**src/rtl/gb_mem_pkg.sv**
```systemverilog
// Shared memory-map types and constants for the OAM DMA engine.
// Optional feature macro: OAM_DMA_ECHO_MIRROR_EN (fold echo-RAM pages E0..FF onto C0..DF).
package gb_mem_pkg;

  typedef enum logic [1:0] {
    ST_IDLE  = 2'd0,
    ST_READ  = 2'd1,
    ST_WRITE = 2'd2
  } dma_state_t;

  localparam logic [15:0] OAM_BASE_DEFAULT = 16'hFE00;

  // Source page as it is latched at start.
  function automatic logic [7:0] map_page(input logic [7:0] p);
`ifdef OAM_DMA_ECHO_MIRROR_EN
    return (p >= 8'hE0) ? (p - 8'h20) : p;
`else
    return p;
`endif
  endfunction

endpackage

```
**src/rtl/oam_dma_if.sv**
```systemverilog
// Memory-bus bundle between the DMA engine (master) and the memory fabric (slave).
interface oam_dma_if;
  logic [15:0] dma_addr;
  logic        dma_re;
  logic        dma_we;
  logic [7:0]  dma_data_out;
  logic        dma_data_oe;
  logic [7:0]  dma_data_in;

  modport master (
    output dma_addr, dma_re, dma_we, dma_data_out, dma_data_oe,
    input  dma_data_in
  );

  modport slave (
    input  dma_addr, dma_re, dma_we, dma_data_out, dma_data_oe,
    output dma_data_in
  );
endinterface

```
**src/rtl/oam_dma.sv**
```systemverilog
// OAM DMA: copies LENGTH bytes from {page,00} to OAM_BASE, one read then one write per byte.
// Latency 2*LENGTH active cycles then a one-cycle done; no backpressure, a new start restarts.
module oam_dma
  import gb_mem_pkg::*;
#(
  parameter int unsigned LENGTH   = 160,
  parameter logic [15:0] OAM_BASE = OAM_BASE_DEFAULT
) (
  input  logic        clock,
  input  logic        reset_n,
  input  logic        start,
  input  logic [7:0]  page,
  oam_dma_if.master   bus,
  output logic        dma_active,
  output logic        done
);

  localparam logic [7:0] LAST_IDX = 8'(LENGTH - 1);

  dma_state_t state, state_d;
  logic [7:0] idx, idx_d;
  logic [7:0] page_q, page_d;
  logic [7:0] buffer, buffer_d;
  logic       done_q, done_d;

  always_ff @(posedge clock or negedge reset_n) begin
    if (!reset_n) begin
      state  <= ST_IDLE;
      idx    <= 8'h00;
      page_q <= 8'h00;
      buffer <= 8'h00;
      done_q <= 1'b0;
    end else begin
      state  <= state_d;
      idx    <= idx_d;
      page_q <= page_d;
      buffer <= buffer_d;
      done_q <= done_d;
    end
  end

  always_comb begin
    state_d  = state;
    idx_d    = idx;
    page_d   = page_q;
    buffer_d = buffer;
    done_d   = 1'b0;
    case (state)
      ST_READ: begin
        buffer_d = bus.dma_data_in;
        state_d  = ST_WRITE;
      end
      ST_WRITE: begin
        if (idx == LAST_IDX) begin
          state_d = ST_IDLE;
          done_d  = 1'b1;
        end else begin
          idx_d   = idx + 8'd1;
          state_d = ST_READ;
        end
      end
      default: ;
    endcase
    // A start in any state (including the final write) restarts from byte 0 and drops done.
    if (start) begin
      state_d = ST_READ;
      idx_d   = 8'h00;
      page_d  = map_page(page);
      done_d  = 1'b0;
    end
  end

  always_comb begin
    bus.dma_addr     = 16'h0000;
    bus.dma_re       = 1'b0;
    bus.dma_we       = 1'b0;
    bus.dma_data_out = 8'h00;
    bus.dma_data_oe  = 1'b0;
    dma_active       = 1'b0;
    case (state)
      ST_READ: begin
        bus.dma_addr = {page_q, idx};
        bus.dma_re   = 1'b1;
        dma_active   = 1'b1;
      end
      ST_WRITE: begin
        bus.dma_addr     = OAM_BASE + {8'h00, idx};
        bus.dma_we       = 1'b1;
        bus.dma_data_out = buffer;
        bus.dma_data_oe  = 1'b1;
        dma_active       = 1'b1;
      end
      default: ;
    endcase
  end

  assign done = done_q;

endmodule

```
**src/flat_wrapper.sv**
```systemverilog
// flat-port wrapper written by rule: the top's interface ports become plain ports
module oam_dma_flat import gb_mem_pkg::*;
#(
  parameter int unsigned LENGTH   = 160,
  parameter logic [15:0] OAM_BASE = OAM_BASE_DEFAULT
)
  (clock, reset_n, start, page, dma_active, done, bus_dma_addr, bus_dma_re, bus_dma_we, bus_dma_data_out, bus_dma_data_oe, bus_dma_data_in);
  oam_dma_if bus_i ();
  input  logic clock;
  input  logic reset_n;
  input  logic start;
  input  logic [7:0] page;
  output logic dma_active;
  output logic done;
  output wire logic [$bits(bus_i.dma_addr)-1:0] bus_dma_addr;
  output wire logic [$bits(bus_i.dma_re)-1:0] bus_dma_re;
  output wire logic [$bits(bus_i.dma_we)-1:0] bus_dma_we;
  output wire logic [$bits(bus_i.dma_data_out)-1:0] bus_dma_data_out;
  output wire logic [$bits(bus_i.dma_data_oe)-1:0] bus_dma_data_oe;
  input wire logic [$bits(bus_i.dma_data_in)-1:0] bus_dma_data_in;
  assign bus_dma_addr = bus_i.dma_addr;
  assign bus_dma_re = bus_i.dma_re;
  assign bus_dma_we = bus_i.dma_we;
  assign bus_dma_data_out = bus_i.dma_data_out;
  assign bus_dma_data_oe = bus_i.dma_data_oe;
  assign bus_i.dma_data_in = bus_dma_data_in;
  oam_dma #(.LENGTH(LENGTH), .OAM_BASE(OAM_BASE)) u_core (.clock(clock), .reset_n(reset_n), .start(start), .page(page), .bus(bus_i), .dma_active(dma_active), .done(done));
endmodule
```
**config.mk**
```make
export PLATFORM = sky130hd
export DESIGN_NAME = oam_dma_flat
export DESIGN_NICKNAME = d
export VERILOG_FILES = /design/src/rtl/gb_mem_pkg.sv /design/src/rtl/oam_dma_if.sv /design/src/rtl/oam_dma.sv /design/src/flat_wrapper.sv
export SDC_FILE = /design/constraint.sdc
export NUM_CORES = 1
export LEC_CHECK = 0
export CAP_MARGIN = 20
export CORE_MARGIN = 1
export CORE_UTILIZATION = 45
export DETAILED_ROUTE_END_ITERATION = 8
export GPL_TIMING_DRIVEN = 0
export HOLD_SLACK_MARGIN = 0.02
export MAX_ROUTING_LAYER = met4
export PLACE_DENSITY = 0.79
export SKIP_CTS_REPAIR_TIMING = 1
export SLEW_MARGIN = 20
export SYNTH_ARGS = -nofsm -noshare
export SYNTH_HDL_FRONTEND = slang
export SYNTH_SLANG_ARGS = --single-unit
```
**constraint.sdc**
```tcl
create_clock -name clock -period 3.9 [get_ports clock]
set_input_delay 0.585 -clock clock [delete_from_list [all_inputs] [get_ports clock]]
set_output_delay 0.585 -clock clock [all_outputs]
set_load 0.02 [all_outputs]
```
* Yosys cells after proc, flatten, opt, wreduce, memory -nomap -nowiden *
Index checks and enable logic that the tools add are counted.

cells by class
  $lt $le $gt $ge = 0
  $mul = 0
  divide/modulo/power cells = 0
  reduce and logical (&&, ||, !) cells = 4
  add/sub/neg operators = 2
  bitwise operators = 0
  equality and inequality tests = 4
  multiplexer cells = 14
  shift operators = 0

operators with widths
  cell                                                                    count
  8-bit 2-to-1 mux                                                        4
  16-bit one-hot mux with 2 select lines                                  1
  10-bit by 9-bit adder with 11-bit output (first input constant)         1
  8-bit by 1-bit adder with 8-bit output (second input constant)          1
  8-bit equality test (second input constant)                             1
  1-bit 2-to-1 mux                                                        7
  2-bit one-hot mux with 2 select lines                                   1
  3-bit nonzero test                                                      1
  2-bit by 1-bit equality test with 1-bit output (second input constant)  1
  2-bit equality test (second input constant)                             1
  2-bit 2-to-1 mux                                                        1
  2-bit != test (second input constant)                                   1
  2-bit AND reduction                                                     1
  2-bit nonzero test                                                      1
  2-bit OR reduction                                                      1

storage, ports and cells
  bits in latches = 0
  memory bits (read-only) = 0
  memories kept = 0
  bits in registers = 27
  bits in writable memories = 0
  input bits = 19
  logic and storage cells = 29
  output and inout port bits = 29

* Longest topological paths before layout *
  depth after elaboration = 4
  gate-level depth with buffers = 6
  depth with buffers taken out = 5

* Worst setup path after synthesis *
OpenSTA, ideal clock, no wires.

  path kind = register -> output
  start = register u_core.state[1]
  end = output port bus_dma_addr[0]
  path slack = 1.583 ns
  cell stages (with the launch flop) = 6
  required time = 3.315 ns
  path buffers = 1
  data arrival time = 1.732 ns
  cell sequence = dfrtp_1 -> inv_1 -> ha_1 -> clkbuf_1 -> nor2_1 -> nor3b_1

on the way
  longest elaborated chain between the ends = 2
  elaborated cells between the ends (all ways) = 3
  those cells by class = 2 x eq/ne; 1 x mux

RTL lines
  element                                                                                       RTL line            text
  start: declaration                                                                            oam_dma.sv:20       dma_state_t state, state_d;
  start signal: assignment                                                                      oam_dma.sv:34       state <= state_d;
  2-bit equality test / 2-bit by 1-bit equality test with 1-bit output (equally long branches)  oam_dma.sv:80       case (state)
  16-bit one-hot mux with 2 select lines (*)                                                    oam_dma.sv:80
  end: declaration                                                                              flat_wrapper.sv:15  output wire logic [$bits(bus_i.dma_addr)-1:0] bus_dma_addr;

Mark *: on every way between the ends. The rest lies on a longest branch, timed or not.

* Worst setup path after layout *
  start = register u_core.state[1]
  end = output port bus_dma_addr[2]

The elaborated chain is that of the path after synthesis.

==> flow_summary.toml <==
[global_routing]
grt_pass1_vias = 1253
overflow = 0
grt_max_degree = 28
antenna_found_initial = 0
grt_pass1_wl_um = 5300
grt_util_all_layers_pct = 21.3

[timing]
drv_slew = 0
fin_crit_ns = 3.10
setup_tns_ns = 0
skew_ns = 0.00691
rsz0062_at_grt = "false"
worst_pin_slew_ns = 0.591
hold_viol_final = 0
fmax_mhz = 323
fin_crit_sh_pct = 79.5
max_slew_margin_pct = 60.6
setup_viol = 0

[floorplan]
die-width_um = 57.8
io_pins = 48
start_util_pct = 49.1
core_area_mm2 = 0.00285
die_h_um = 57.8
rows = 19
fp.dieArea_mm2 = 0.00334

[detailed_routing]
drtIter0Drc = 40
ant_nets = 0
dr.pass1.iters = 6
finalWirelength_um = 3180
vias_per_cell = 5.54
wl_per_cell_um = 14.8
via_count = 1191
drc = 3

[logic_synthesis]
synth_area_per_cell_um2 = 10.5
synth_nets = 156
synth_simple_gate_area_share_pct = 20.6
synth-seq-cells = 27
synth_ff_type = "dfrtp_1"
yosys.area_share.adder_pct = 3.57
synth_area_leaders = "dfrtp_1 48%, mux2_2 14%, and2_1 4.9%"
syn_area_mm2 = 0.00140
synth_commonest_cells = "27 x dfrtp_1, 17 x mux2_2, 13 x a21oi_1"
synth_top_area_share_pct = 48.3
synthMuxAreaShare_pct = 14.4
yosys_warnings = 0
synth_top_family_by_area = "simple AND/OR/NAND/NOR gates"
syn_inst = 133
synth-compound-area-share_pct = 9.29
synth_xor_xnor_area_share_pct = 0
synthDistinctLibCells = 31
async_flop_share_pct = 100
synth-edff-count = 0
yosysMostFrequentCell = "dfrtp_1"
seq_area_frac_synth_pct = 48.3
yosysTopAreaCell = "dfrtp_1"

[clock_network]
cts_root_buf = "clkbuf_4"
clkLatencyLatePin_ns = 0.33
clk_pin_slew_worst_paths_ns = 0.15
cts_num_sinks = 27
htree_levels = 1
cts_max_path_buffers = 2
cts_tree = "yes"
cts_buffers = 3

[placement]
io_buffer_count = 47
gp_congestion = 0.818
dp_hpwl_um = 2370

[pwr]
vdd.ir_drop.worst_mv = 0.298
p_per_area_mw_per_mm2 = 446
p_leak_uw = 0.000795
finalPower_uw = 862

[setup_path]
cp_slowest_cell = "clkdlybuf4s50_1"
crit_type = "register to primary output"
endpoint_kind = "primary output"
max_stage_delay_ns = 0.65
path_buf_inv = 3
cp.required_ns = 3.31
cp-start-kind = "register"
cp_max_fo = 10
worst_ep_arrival_time_ns = 2.51
path_cells = "inv_1 > ha_1 > clkbuf_1 > nor2_1 > nor3b_1 > clkdlybuf4s50_1"
path_delay_family = "buffers and inverters"

[finish]
num_antenna_cells = 0
syn2layout_area_growth_pct = 38.0
final_nets = 208
drive_gt1_share_pct = 15.8

[status]
status = "finished, violations left"
violations = "design-rule violations"

[min_path]
hold_path_class = "input pin to asynchronous set/reset pin"

[run]
drv_cap = 0
report_power, final:
part	switching, µW	leakage [µW]	internal [µW]
logic	202	0.000442	183
clock network	83.1	0.0000177	38.5
registers	27.8	0.000336	328
total	313	0.000795	549
placed cells by master (no fill, tap or decap), types with 3 or more instances in the layout:
cell and count:
nor3b_1 3, dfrtp_1 27, clkbuf_1 6, inv_1 5, a21oi_1 13, mux2_2 17, o21ai_0 3, ha_1 4
a211oi_1 3, clkdlybuf4s50_1 46, and2_1 11, nor2_1 12, clkbuf_4 3, nor3_1 5, nand3_1 3
final timing paths:
check | from | end | slack [ns] | cells past startpoint
worst max register to register | u_core.state[0] | u_core.idx[7] | 2.13 | 6
worst max-delay path | u_core.state[1] | bus_dma_addr[2] | 0.80 | 6
min in group clock | u_core.buffer[0] | u_core.buffer[0] | 0.52 | 1
worst min-delay path | reset_n | u_core.idx[3] | 0.24 | 1
worst min register to register | u_core.buffer[0] | u_core.buffer[0] | 0.52 | 1
max in group asynchronous | reset_n | u_core.page_q[4] | 3.28 | 1
routing by layer:
layer	global-route usage, %	up-vias	share of wire (%)
li1	-	566	-
met1	25.7	581	44
met2	36.7	39	51
met3	2.01	5	3.7
met4	8.84	0	1.6
met5	-	-	0
metrics by stage:
| stage | hold WS (ns) | util (%) | setup slack (ns) | std cells | cell area, µm² |
|---|---|---|---|---|---|
| 2_1_floorplan | 0.289 | - | 1.58 | 133 | 1400 |
| 3_3_place_gp | 0.483 | 66.9 | 1.23 | 211 | 1910 |
| 3_5_place_dp | 0.492 | 66.8 | 1.16 | 211 | 1900 |
| 4_1_cts | 0.247 | 67.7 | 0.767 | 215 | 1930 |
| 5_1_grt | 0.279 | 67.7 | 0.581 | 215 | 1930 |
| 6_report | 0.236 | 67.7 | 0.801 | 215 | 1930 |
worst reg2reg max path, cell delays in order (launching register included):
cell and delay [ns]:
dfrtp_1 0.43, inv_1 0.09, ha_1 0.19, buf_2 0.22
nand3_1 0.15, or4_1 0.50, a21oi_1 0.15
kinds of logic after synthesis:
| family | count (synthesis) |
|---|---|
| buffers and inverters | 13 |
| multiplexers | 18 |
| AO/OA/AOI/OAI | 22 |
| AND/OR/NAND/NOR | 49 |
| flip-flops | 27 |
| adder cells (fa/ha/maj) | 4 |
registers in the layout, indices dropped and copies added, names as in the netlist:
name and cells:
u_core.buffer 8, u_core.done 1, u_core.idx 8, u_core.page_q 8, u_core.state 2
layout make-up:
cell class | count | area (µm²)
clock buffer | 3 | 22.5
inverter | 5 | 18.8
buffer | 8 | 35.0
timing repair buffer | 47 | 465
fill | 246 | 921
multi-input combinational | 93 | 671
clock inverter | 1 | 5.00
tap | 31 | 38.8
sequential | 27 | 676
Note: power is estimated with default switching activity, not from simulation.
